<file path="src/rtl/snake_pkg.sv">
// Shared definitions for the snake pixel source.
// Contents: grid geometry, direction encodings, the grid-cell struct and
// default colours. There are no ports; the other files import this package.
package snake_pkg;

   localparam int GRID_W     = 40;
   localparam int GRID_H     = 30;
   localparam int CELL_SHIFT = 4;   // 16x16 pixel cells

   localparam logic [1:0] DIR_UP    = 2'b00;
   localparam logic [1:0] DIR_RIGHT = 2'b01;
   localparam logic [1:0] DIR_DOWN  = 2'b10;
   localparam logic [1:0] DIR_LEFT  = 2'b11;

   typedef struct packed {
      logic [5:0] x;
      logic [4:0] y;
   } cell_t;

   localparam logic [11:0] COL_HEAD   = 12'hFF0;
   localparam logic [11:0] COL_DEAD   = 12'hF00;
   localparam logic [11:0] COL_BODY   = 12'h0F0;
   localparam logic [11:0] COL_TARGET = 12'h00F;
   localparam logic [11:0] COL_BG     = 12'h000;

endpackage

</file>
<file path="src/rtl/snake_next_head.sv">
// Combinational one-cell move on the 40x30 grid, with wrap-around on all edges.
// Ports:
//   i_cell  current cell
//   i_dir   direction (up/right/down/left)
//   o_cell  neighbouring cell in that direction
module snake_next_head
   import snake_pkg::*;
(
   input  cell_t      i_cell,
   input  logic [1:0] i_dir,
   output cell_t      o_cell
);

   always_comb begin
      o_cell = i_cell;
      case (i_dir)
         DIR_UP:    o_cell.y = (i_cell.y == 5'd0) ? 5'(GRID_H - 1) : i_cell.y - 5'd1;
         DIR_DOWN:  o_cell.y = (i_cell.y == 5'(GRID_H - 1)) ? 5'd0 : i_cell.y + 5'd1;
         DIR_RIGHT: o_cell.x = (i_cell.x == 6'(GRID_W - 1)) ? 6'd0 : i_cell.x + 6'd1;
         default:   o_cell.x = (i_cell.x == 6'd0) ? 6'(GRID_W - 1) : i_cell.x - 6'd1;
      endcase
   end

endmodule

</file>
<file path="src/rtl/snake_body_painter.sv">
// Snake game pixel source. Holds the snake as a shift register of grid cells,
// moves it once every MOVE_DIV frames, detects target capture and
// self-collision, and produces a registered colour for each pixel address.
// Ports:
//   CLK, RESET      clock, asynchronous active-high reset
//   ENABLE          game running; low freezes movement
//   FRAME           one-CLK pulse per frame
//   ADDRH, ADDRV    pixel column / row
//   DIRECTION       requested direction
//   TARGET_X/Y      target cell
//   COLOUR_OUT      pixel colour, one CLK after the address
//   HEAD_X/Y        head cell
//   LENGTH          visible length
//   TARGET_REACHED  one-CLK pulse after a step lands on the target
//   DEAD            sticky self-collision flag
module snake_body_painter
   import snake_pkg::*;
#(
   parameter int          MAX_LEN       = 16,
   parameter int          INIT_LEN      = 4,
   parameter int          MOVE_DIV      = 8,
   parameter int          START_X       = 20,
   parameter int          START_Y       = 15,
   parameter logic [11:0] HEAD_COLOUR   = COL_HEAD,
   parameter logic [11:0] DEAD_COLOUR   = COL_DEAD,
   parameter logic [11:0] BODY_COLOUR   = COL_BODY,
   parameter logic [11:0] TARGET_COLOUR = COL_TARGET,
   parameter logic [11:0] BG_COLOUR     = COL_BG
) (
   input  logic        CLK,
   input  logic        RESET,
   input  logic        ENABLE,
   input  logic        FRAME,
   input  logic [9:0]  ADDRH,
   input  logic [8:0]  ADDRV,
   input  logic [1:0]  DIRECTION,
   input  logic [5:0]  TARGET_X,
   input  logic [4:0]  TARGET_Y,
   output logic [11:0] COLOUR_OUT,
   output logic [5:0]  HEAD_X,
   output logic [4:0]  HEAD_Y,
   output logic [4:0]  LENGTH,
   output logic        TARGET_REACHED,
   output logic        DEAD
);

   localparam int             CW       = (MOVE_DIV > 1) ? $clog2(MOVE_DIV) : 1;
   localparam logic [CW-1:0]  CNT_LAST = CW'(MOVE_DIV - 1);

   cell_t          r_seg [MAX_LEN];
   logic [1:0]     r_cur_dir;
   logic [1:0]     r_pending_dir;
   logic [4:0]     r_len;
   logic [CW-1:0]  r_frame_cnt;
   logic           r_dead;
   logic           r_target_reached;
   logic [11:0]    r_colour;

   cell_t          w_new_head;
   cell_t          w_target;
   cell_t          w_pix;
   logic           w_tick;
   logic           w_step;
   logic           w_collide;
   logic           w_hit_target;
   logic           w_in_range;
   logic           w_body_hit;
   logic [4:0]     w_len_grow;
   logic [11:0]    w_colour;

   // Initial body trails to the left of the head, wrapping at the grid edge.
   function automatic logic [5:0] init_x(input int i);
      int v;
      v = (START_X - i) % GRID_W;
      if (v < 0) v = v + GRID_W;
      return v[5:0];
   endfunction

   snake_next_head u_next_head (
      .i_cell (r_seg[0]),
      .i_dir  (r_pending_dir),
      .o_cell (w_new_head)
   );

   assign w_target     = '{x: TARGET_X, y: TARGET_Y};
   assign w_tick       = FRAME & ENABLE & ~r_dead;
   assign w_step       = w_tick && (r_frame_cnt == CNT_LAST);
   assign w_hit_target = (w_new_head == w_target);
   assign w_len_grow   = (r_len < 5'(MAX_LEN)) ? r_len + 5'd1 : r_len;

   // Collision is checked against the pre-shift body excluding the tail
   // cell, which vacates on the same step.
   always_comb begin
      w_collide = 1'b0;
      for (int j = 0; j < MAX_LEN - 1; j++) begin
         if ((j < int'(r_len) - 1) && (w_new_head == r_seg[j])) w_collide = 1'b1;
      end
   end

   always_comb begin
      w_pix      = '{x: 6'(ADDRH >> CELL_SHIFT), y: 5'(ADDRV >> CELL_SHIFT)};
      w_in_range = (ADDRH < 10'd640) && (ADDRV < 9'd480);
      w_body_hit = 1'b0;
      for (int i = 1; i < MAX_LEN; i++) begin
         if ((i < int'(r_len)) && (w_pix == r_seg[i])) w_body_hit = 1'b1;
      end
      w_colour = BG_COLOUR;
      if (!w_in_range)             w_colour = BG_COLOUR;
      else if (w_pix == r_seg[0])  w_colour = r_dead ? DEAD_COLOUR : HEAD_COLOUR;
      else if (w_body_hit)         w_colour = BODY_COLOUR;
      else if (w_pix == w_target)  w_colour = TARGET_COLOUR;
   end

   always_ff @(posedge CLK or posedge RESET) begin
      if (RESET) begin
         for (int i = 0; i < MAX_LEN; i++) begin
            r_seg[i] <= '{x: init_x(i), y: 5'(START_Y)};
         end
         r_cur_dir        <= DIR_RIGHT;
         r_pending_dir    <= DIR_RIGHT;
         r_len            <= 5'(INIT_LEN);
         r_frame_cnt      <= '0;
         r_dead           <= 1'b0;
         r_target_reached <= 1'b0;
         r_colour         <= '0;
      end else begin
         r_colour         <= w_colour;
         r_target_reached <= 1'b0;
         // Reversal is judged against the committed direction, so a
         // two-turn U within one step period only takes the first turn.
         if (DIRECTION != (r_cur_dir ^ 2'b10)) r_pending_dir <= DIRECTION;
         if (w_tick) begin
            if (r_frame_cnt == CNT_LAST) r_frame_cnt <= '0;
            else                         r_frame_cnt <= r_frame_cnt + CW'(1);
         end
         if (w_step) begin
            r_cur_dir <= r_pending_dir;
            r_seg[0]  <= w_new_head;
            for (int i = 1; i < MAX_LEN; i++) begin
               r_seg[i] <= r_seg[i-1];
            end
            if (w_collide) r_dead <= 1'b1;
            if (w_hit_target) begin
               r_len            <= w_len_grow;
               r_target_reached <= 1'b1;
            end
         end
      end
   end

   assign COLOUR_OUT     = r_colour;
   assign HEAD_X         = r_seg[0].x;
   assign HEAD_Y         = r_seg[0].y;
   assign LENGTH         = r_len;
   assign TARGET_REACHED = r_target_reached;
   assign DEAD           = r_dead;

endmodule
</file>
<file path="config.mk">
export PLATFORM = sky130hd
export DESIGN_NAME = snake_body_painter
export DESIGN_NICKNAME = d
export VERILOG_FILES = /design/src/rtl/snake_pkg.sv /design/src/rtl/snake_next_head.sv /design/src/rtl/snake_body_painter.sv
export SDC_FILE = /design/constraint.sdc
export NUM_CORES = 1
export LEC_CHECK = 0
export ABC_CLOCK_PERIOD_IN_PS = 5500
export BUFFER_PORTS_ARGS = -buffer_cell sky130_fd_sc_hd__buf_2
export CAP_MARGIN = 40
export CELL_PAD_IN_SITES_DETAIL_PLACEMENT = 0
export CELL_PAD_IN_SITES_GLOBAL_PLACEMENT = 1
export CORE_MARGIN = 5
export CORE_UTILIZATION = 43
export DETAILED_ROUTE_END_ITERATION = 16
export PLACE_DENSITY = 0.75
export SETUP_SLACK_MARGIN = 0.1
export SKIP_CTS_REPAIR_TIMING = 1
export SYNTH_ARGS = -nofsm -noshare
export SYNTH_HDL_FRONTEND = slang
export SYNTH_SLANG_ARGS = --single-unit
</file>
<file path="constraint.sdc">
create_clock -name CLK -period 5.5 [get_ports CLK]
set_clock_uncertainty 0.15 [all_clocks]
set_input_delay 0.275 -clock CLK [delete_from_list [all_inputs] [get_ports CLK]]
set_output_delay 0.275 -clock CLK [all_outputs]
set_load 0.02 [all_outputs]
</file>
==> Word level (Yosys, flattened, before mapping) <==
Cells that the tools add are included.
{ "word_totals": {"ff_bits": 202, "out_inout_bits": 30} }
{ "op_classes": {"addsub": 7, "n_lt_le_gt_ge": 33, "eq_ne": 39, "mux": 44, "bitwise_logic": 4, "reduce_logical": 38} }
{ "op_table": {"columns": ["operator", "count"], "rows": [
  ["$eq A11 B11 Y1", 33],
  ["$lt A5 B6 Y1 const A", 7],
  ["$lt A4 B5 Y1 const A", 8],
  ["$logic_and A1 B1 Y1", 32],
  ["$mux W1", 32],
  ["$lt A4 B6 Y1 const A", 4],
  ["$mux W12", 2],
  ["$lt A3 B5 Y1 const A", 4],
  ["$mux W8", 2],
  ["$lt A3 B6 Y1 const A", 2],
  ["$mux W6", 2],
  ["$pmux W6 S2", 1],
  ["$add A5 B1 Y5 const B", 2],
  ["$lt A10 B10 Y1 const B", 1],
  ["$lt A2 B5 Y1 const A", 2],
  ["$mux W5", 2],
  ["$pmux W5 S2", 1],
  ["$lt A9 B9 Y1 const B", 1],
  ["$add A6 B1 Y6 const B", 1],
  ["$eq A6 B6 Y1 const B", 1],
  ["$logic_not A6 Y1", 1],
  ["$lt A1 B6 Y1 const A", 1],
  ["$lt A2 B6 Y1 const A", 1],
  ["$sub A5 B1 Y6 const B", 1],
  ["other kinds (19)", 21]
]} }

==> Logic depth before layout (Yosys ltp) <==
{ "logic_depth": {"ltp_word": 21, "depth_mapped": 14, "depth_no_buf": 11} }

==> Modules after synthesis <==
From an unflattened synthesis, not the netlist that was laid out.
{ "hier_totals": {"cells_unflattened": 1543, "area_unflattened_um2": 12937.4} }
{ "modules_own_cells": {"columns": ["module", "n_inst", "cells_per_inst", "area_per_inst_um2", "seq_area_each_um2"], "rows": [
  ["snake_body_painter", 1, 1453, 12360.6, 4959.8],
  ["snake_next_head", 1, 90, 576.8, 0.0]
]} }

==> Worst setup path after synthesis <==
Ideal clock, no wire load.
{ "synth_path": {"kind": "register -> register", "from": "reg r_seg (netlist bit HEAD_Y[1])", "to": "reg r_dead (netlist: DEAD)", "setup_ns": 0.088, "t_arrival_ns": 3.499, "path_slack_ns": 1.763, "path_stages_with_launch": 13, "path_buffers": 1, "period_less_slack_ns": 3.737, "path_cell_list": "dfstp_2 > buf_1 > inv_1 > ha_1 > a22oi_1 > a2111oi_4 > a2111oi_4 > xor2_1 > or4_1 > nor4_2 > a2bb2o_1 > mux2i_1 > a41oi_1"} }
{ "synth_via": {"elab_chain_len": 21, "elab_cells_between_ends": 53, "classes_between": "add/sub (2); eq/ne (16); mux (18); reduce/logical (17)"} }
{ "synth_lines": {"columns": ["element", "line", "source"], "rows": [
  ["start: declaration", "snake_body_painter.sv:50", "cell_t r_seg [MAX_LEN];"],
  ["start signal: indexed assignment", "snake_body_painter.sv:117", "r_seg[i] <= '{x: init_x(i), y: 5'(START_Y)};"],
  ["start signal: indexed assignment", "snake_body_painter.sv:140", "r_seg[i] <= r_seg[i-1];"],
  ["$add A5 B1 Y5, or another cell as far along", "snake_next_head.sv:18", "DIR_DOWN: o_cell.y = (i_cell.y == 5'(GRID_H - 1)) ? 5'd0 : i_cell.y + 5'd1;"],
  ["$mux W5 (on tied branches)", "snake_next_head.sv:18, snake_next_head.sv:17", null],
  ["$pmux W5 S2", "snake_next_head.sv:16", "case (i_dir)"],
  ["$eq A11 B11 Y1", "snake_body_painter.sv:96", "if ((j < int'(r_len) - 1) && (w_new_head == r_seg[j])) w_collide = 1'b1;"],
  ["$logic_and A1 B1 Y1", "snake_body_painter.sv:96", null],
  ["$mux W1 (14 in a row)", "snake_body_painter.sv:96", null],
  ["$mux W1 *", "snake_body_painter.sv:96", null],
  ["$reduce_and A2 Y1 (no line) *", null, null],
  ["end signal: assignment", "snake_body_painter.sv:123", "r_dead <= 1'b0;"],
  ["end signal: assignment", "snake_body_painter.sv:142", "if (w_collide) r_dead <= 1'b1;"],
  ["end: declaration", "snake_body_painter.sv:55", "logic r_dead;"]
]} }
Mark *: on every way between the ends. The rest lies on a longest branch, timed or not.
A chain may end at the register's enable or synchronous reset.

==> Worst setup path after layout <==
{ "layout_path": {"from": "reg r_seg (netlist bit HEAD_X[1])", "to": "reg r_dead (netlist: DEAD)"} }
{ "layout_via": {"elab_chain_len": 21, "elab_cells_between_ends": 53, "classes_between": "add/sub (2); eq/ne (16); mux (18); reduce/logical (17)"} }
{ "layout_lines": {"columns": ["element", "line", "source"], "rows": [
  ["$sub A6 B1 Y6, or another cell as far along", "snake_next_head.sv:20", "default: o_cell.x = (i_cell.x == 6'd0) ? 6'(GRID_W - 1) : i_cell.x - 6'd1;"],
  ["$mux W6 (on tied branches)", "snake_next_head.sv:20, snake_next_head.sv:19", null],
  ["$pmux W6 S2", "snake_next_head.sv:16", null],
  ["$eq A11 B11 Y1", "snake_body_painter.sv:96", null],
  ["$logic_and A1 B1 Y1", "snake_body_painter.sv:96", null],
  ["$mux W1 (14 in a row)", "snake_body_painter.sv:96", null],
  ["$mux W1 *", "snake_body_painter.sv:96", null],
  ["$reduce_and A2 Y1 (no line) *", null, null]
]} }
Marks and branches as above.

==> flow_summary.json <==
{
  "avgSynthCellArea_um2": 8.32,
  "drt-total-wl_um": 47800,
  "synth_largest_area_cell": "dfstp_2",
  "insertion_delay_ps": 460,
  "synth.distinct_cells": 80,
  "clkSlewWorstSetupHoldPaths_ps": 80,
  "regArea_um2": 4960,
  "cts_tree": "built",
  "period_needed_ps": 4300,
  "start_kind": "flop",
  "rr_endpoint": "DEAD",
  "r2r_cells": 11,
  "dp_hpwl_um": 32100,
  "clkPwrFrac_pct": 18.7,
  "synth_edf_count": 0,
  "grt_pass1_vias": 11000,
  "worst_setup_path_end_kind": "flop",
  "syn_nets": 1651,
  "wl_per_cell_um": 24.0,
  "p_leak_nw": 6.48,
  "worst_pin_slew_ps": 939,
  "port_buffers": 57,
  "cts_root_buffer": "clkbuf_16",
  "setup_viol": 0,
  "n_fill_cell": 3061,
  "detail_route.first_pass.iterations": 7,
  "crit_fanout": 12,
  "dieArea_um2": 34700,
  "yosysWarnings": 0,
  "criticalPathCategory": "reg2reg",
  "area_growth_pct": 7.82,
  "sequentialPowerShare_pct": 31.0,
  "drt-vias-per-instance": 5.80,
  "yosysTopAreaCellShare_pct": 20.5,
  "final_nets": 1627,
  "crit_slowest_cell": "or2_1",
  "async_flop_share_pct": 100,
  "worst-r2r-setup-slack_ps": 1200,
  "cts.sinks": 193,
  "die_w_um": 186,
  "fmaxAchievable_ghz": 0.233,
  "p_per_area_nw_per_um2": 476,
  "seq_area_frac_synth_pct": 37.2,
  "synth_seq_cells": 193,
  "rsz0062_at_grt": "no",
  "met2_usage_pct": 43.1,
  "combPwrFrac_pct": 50.3,
  "p_int_w": 0.00360,
  "rr_startpoint": "HEAD_X[1]",
  "grt.total_usage_pct": 27.7,
  "htreeDepth": 4,
  "layout_setup_ws_ps": 1200,
  "drt-initial-drc-count": 1203,
  "hold_violations": 0,
  "die_y_um": 186,
  "finalCritPeriodShare_pct": 78.1,
  "ios": 66,
  "vias": 11500,
  "status": "finished, final reports clean",
  "drc_errors": 0,
  "maxCapViolCount": 0,
  "antenna_found_initial": 0,
  "insertedDiodeCount": 0,
  "critPathRequiredTime_ps": 5710,
  "syn-instance-count": 1604,
  "syn_area_um2": 13300,
  "cts_max_path_buffers": 2,
  "worstPathArrival_ps": 4510,
  "swShare_pct": 47.5,
  "grtUsageMet1_pct": 39.5,
  "start_util_pct": 43.6,
  "path_cells": "ha_1 > nand4b_1 > a31o_1 > a22oi_1 > or2_1 > buf_4 > xor2_1 > nand4_1 > or4_1 > o211a_1 > a41oi_1",
  "multiInputGateArea_um2": 7690,
  "grt_pass1_wl_um": 72000,
  "hold_class": "in2reg",
  "peakVddDrop_uv": 235,
  "met3_usage_pct": 5.91,
  "gp_congestion": 0.930,
  "tns_ps": 0,
  "whs_ps": 96.5,
  "ant_nets": 0,
  "overflow": 0,
  "final_cell_mix": "nand2_1, xnor2_1, xor2_1, dfstp_2, dfrtp_1",
  "endpoint": "DEAD",
  "slew_headroom_pct": 37.4,
  "startpoint": "HEAD_X[1]",
  "grt_busiest_layer": "met2",
  "preCtsSetupSlack_ps": 1350,
  "grt_max_degree": 172,
  "rows": 64,
  "p_sw_w": 0.00325,
  "layout-drive-gt1-share_pct": 15.9,
  "synth_area_leaders": "dfstp_2, dfrtp_1, nand2_1",
  "max_stage_delay_ps": 800,
  "core_um2": 30600,
  "final_common_cell": "nand2_1",
  "synth_top_flop_cell": "dfstp_2",
  "final_max_slew_viol_count": 0,
  "numCtsBuffers": 17
}
==> how the worst min path moves through the flow <==
stage / from / cells after the start / to
after detailed placement: RESET / 2 / r_seg[4]
after CTS: RESET / 2 / r_seg[16]
after global routing: TARGET_Y[1] / 4 / TARGET_REACHED
after floorplan: DIRECTION[0] / 2 / r_pending_dir[0]
final: TARGET_Y[1] / 4 / TARGET_REACHED
after global placement: RESET / 2 / r_seg[4]
==> cell usage after synthesis (5+ instances only) <==
cell type / n
nand2_1: 511
xnor2_1: 175
xor2_1: 174
dfstp_2: 104
dfrtp_1: 89
clkbuf_1: 86
nor4_1: 50
o21ai_0: 48
nand4_1: 39
nor2_1: 30
buf_4: 27
nand3_1: 24
a21oi_1: 22
inv_1: 22
nor3_1: 18
buf_2: 11
ha_1: 11
o211ai_1: 9
a31oi_1: 8
buf_1: 8
o2111ai_1: 8
a211oi_1: 6
and3_1: 6
mux2_2: 6
a211o_1: 5
nor2b_1: 5
or2_2: 5
or4_1: 5
==> power by group through the flow <==
| stage | combinational [W] | clock (W) | sequential [W] |
|---|---|---|---|
| CTS | 0.00338 | 0.00130 | 0.00211 |
| global placement | 0.00332 | 0 | 0.00212 |
| detailed placement | 0.00337 | 0 | 0.00213 |
| finish | 0.00345 | 0.00128 | 0.00213 |
| floorplan | 0.00259 | 0 | 0.00183 |
| global route | 0.00366 | 0.00136 | 0.00214 |
==> routing by layer <==
metal	part of all wire, %	vias to the layer above
met1	45	5726
met3	7.8	87
met4	2.8	0
met5	0	-
met2	45	510
li1	-	5218
==> stage by stage <==
stage	cells	instance area (um2)	utilization (%)	power (W)
global route	1989	14400	47.0	0.00716
CTS	1986	14400	46.9	0.00679
finish	1989	14400	47.0	0.00685
global placement	1953	13800	45.0	0.00544
floorplan	1604	13300	-	0.00442
detailed placement	1954	13800	45.1	0.00550
==> cell type report <==
class	count	area share, %
multi-input cells	1254	53.5
clock buffers	18	2.98
clock inverters	14	1.02
well taps	396	3.44
inverters	23	0.626
flip-flops and latches	193	34.5
repair buffers	91	3.98
==> kinds of logic (layout without fill, tap and decap cells) <==
group                    count (synthesis)  after routing  synth area share (%)
AO/OA/AOI/OAI                          164            164                  8.79
multiplexers                            10             10                 0.900
buffers and inverters                  157            146                  5.39
adder cells (fa/ha/maj)                 11             11                  1.03
flip-flops                             193            193                  37.2
AND/OR/NAND/NOR                        720            720                  23.8
XOR/XNOR                               349            349                  22.9
==> state kept, by name, summed over array words and instances (netlist names) <==
| name | cells |
|---|---|
| DEAD | 1 |
| TARGET_REACHED | 1 |
| LENGTH | 5 |
| r_seg | 165 |
| r_pending_dir | 2 |
| COLOUR_OUT | 3 |
| r_cur_dir | 2 |
| HEAD_Y | 5 |
| HEAD_X | 6 |
| r_frame_cnt | 3 |
==> worst max-delay path, delay by kind of cell (launching register included) <==
family          cells  cell delay [ps]
compound gates      4             1050
flops               1              640
xor+xnor            1              170
fa+ha+maj           1              350
simple gates        4             1580
buf+inv             1              270
No activity file was read; power rests on OpenSTA's default activity.
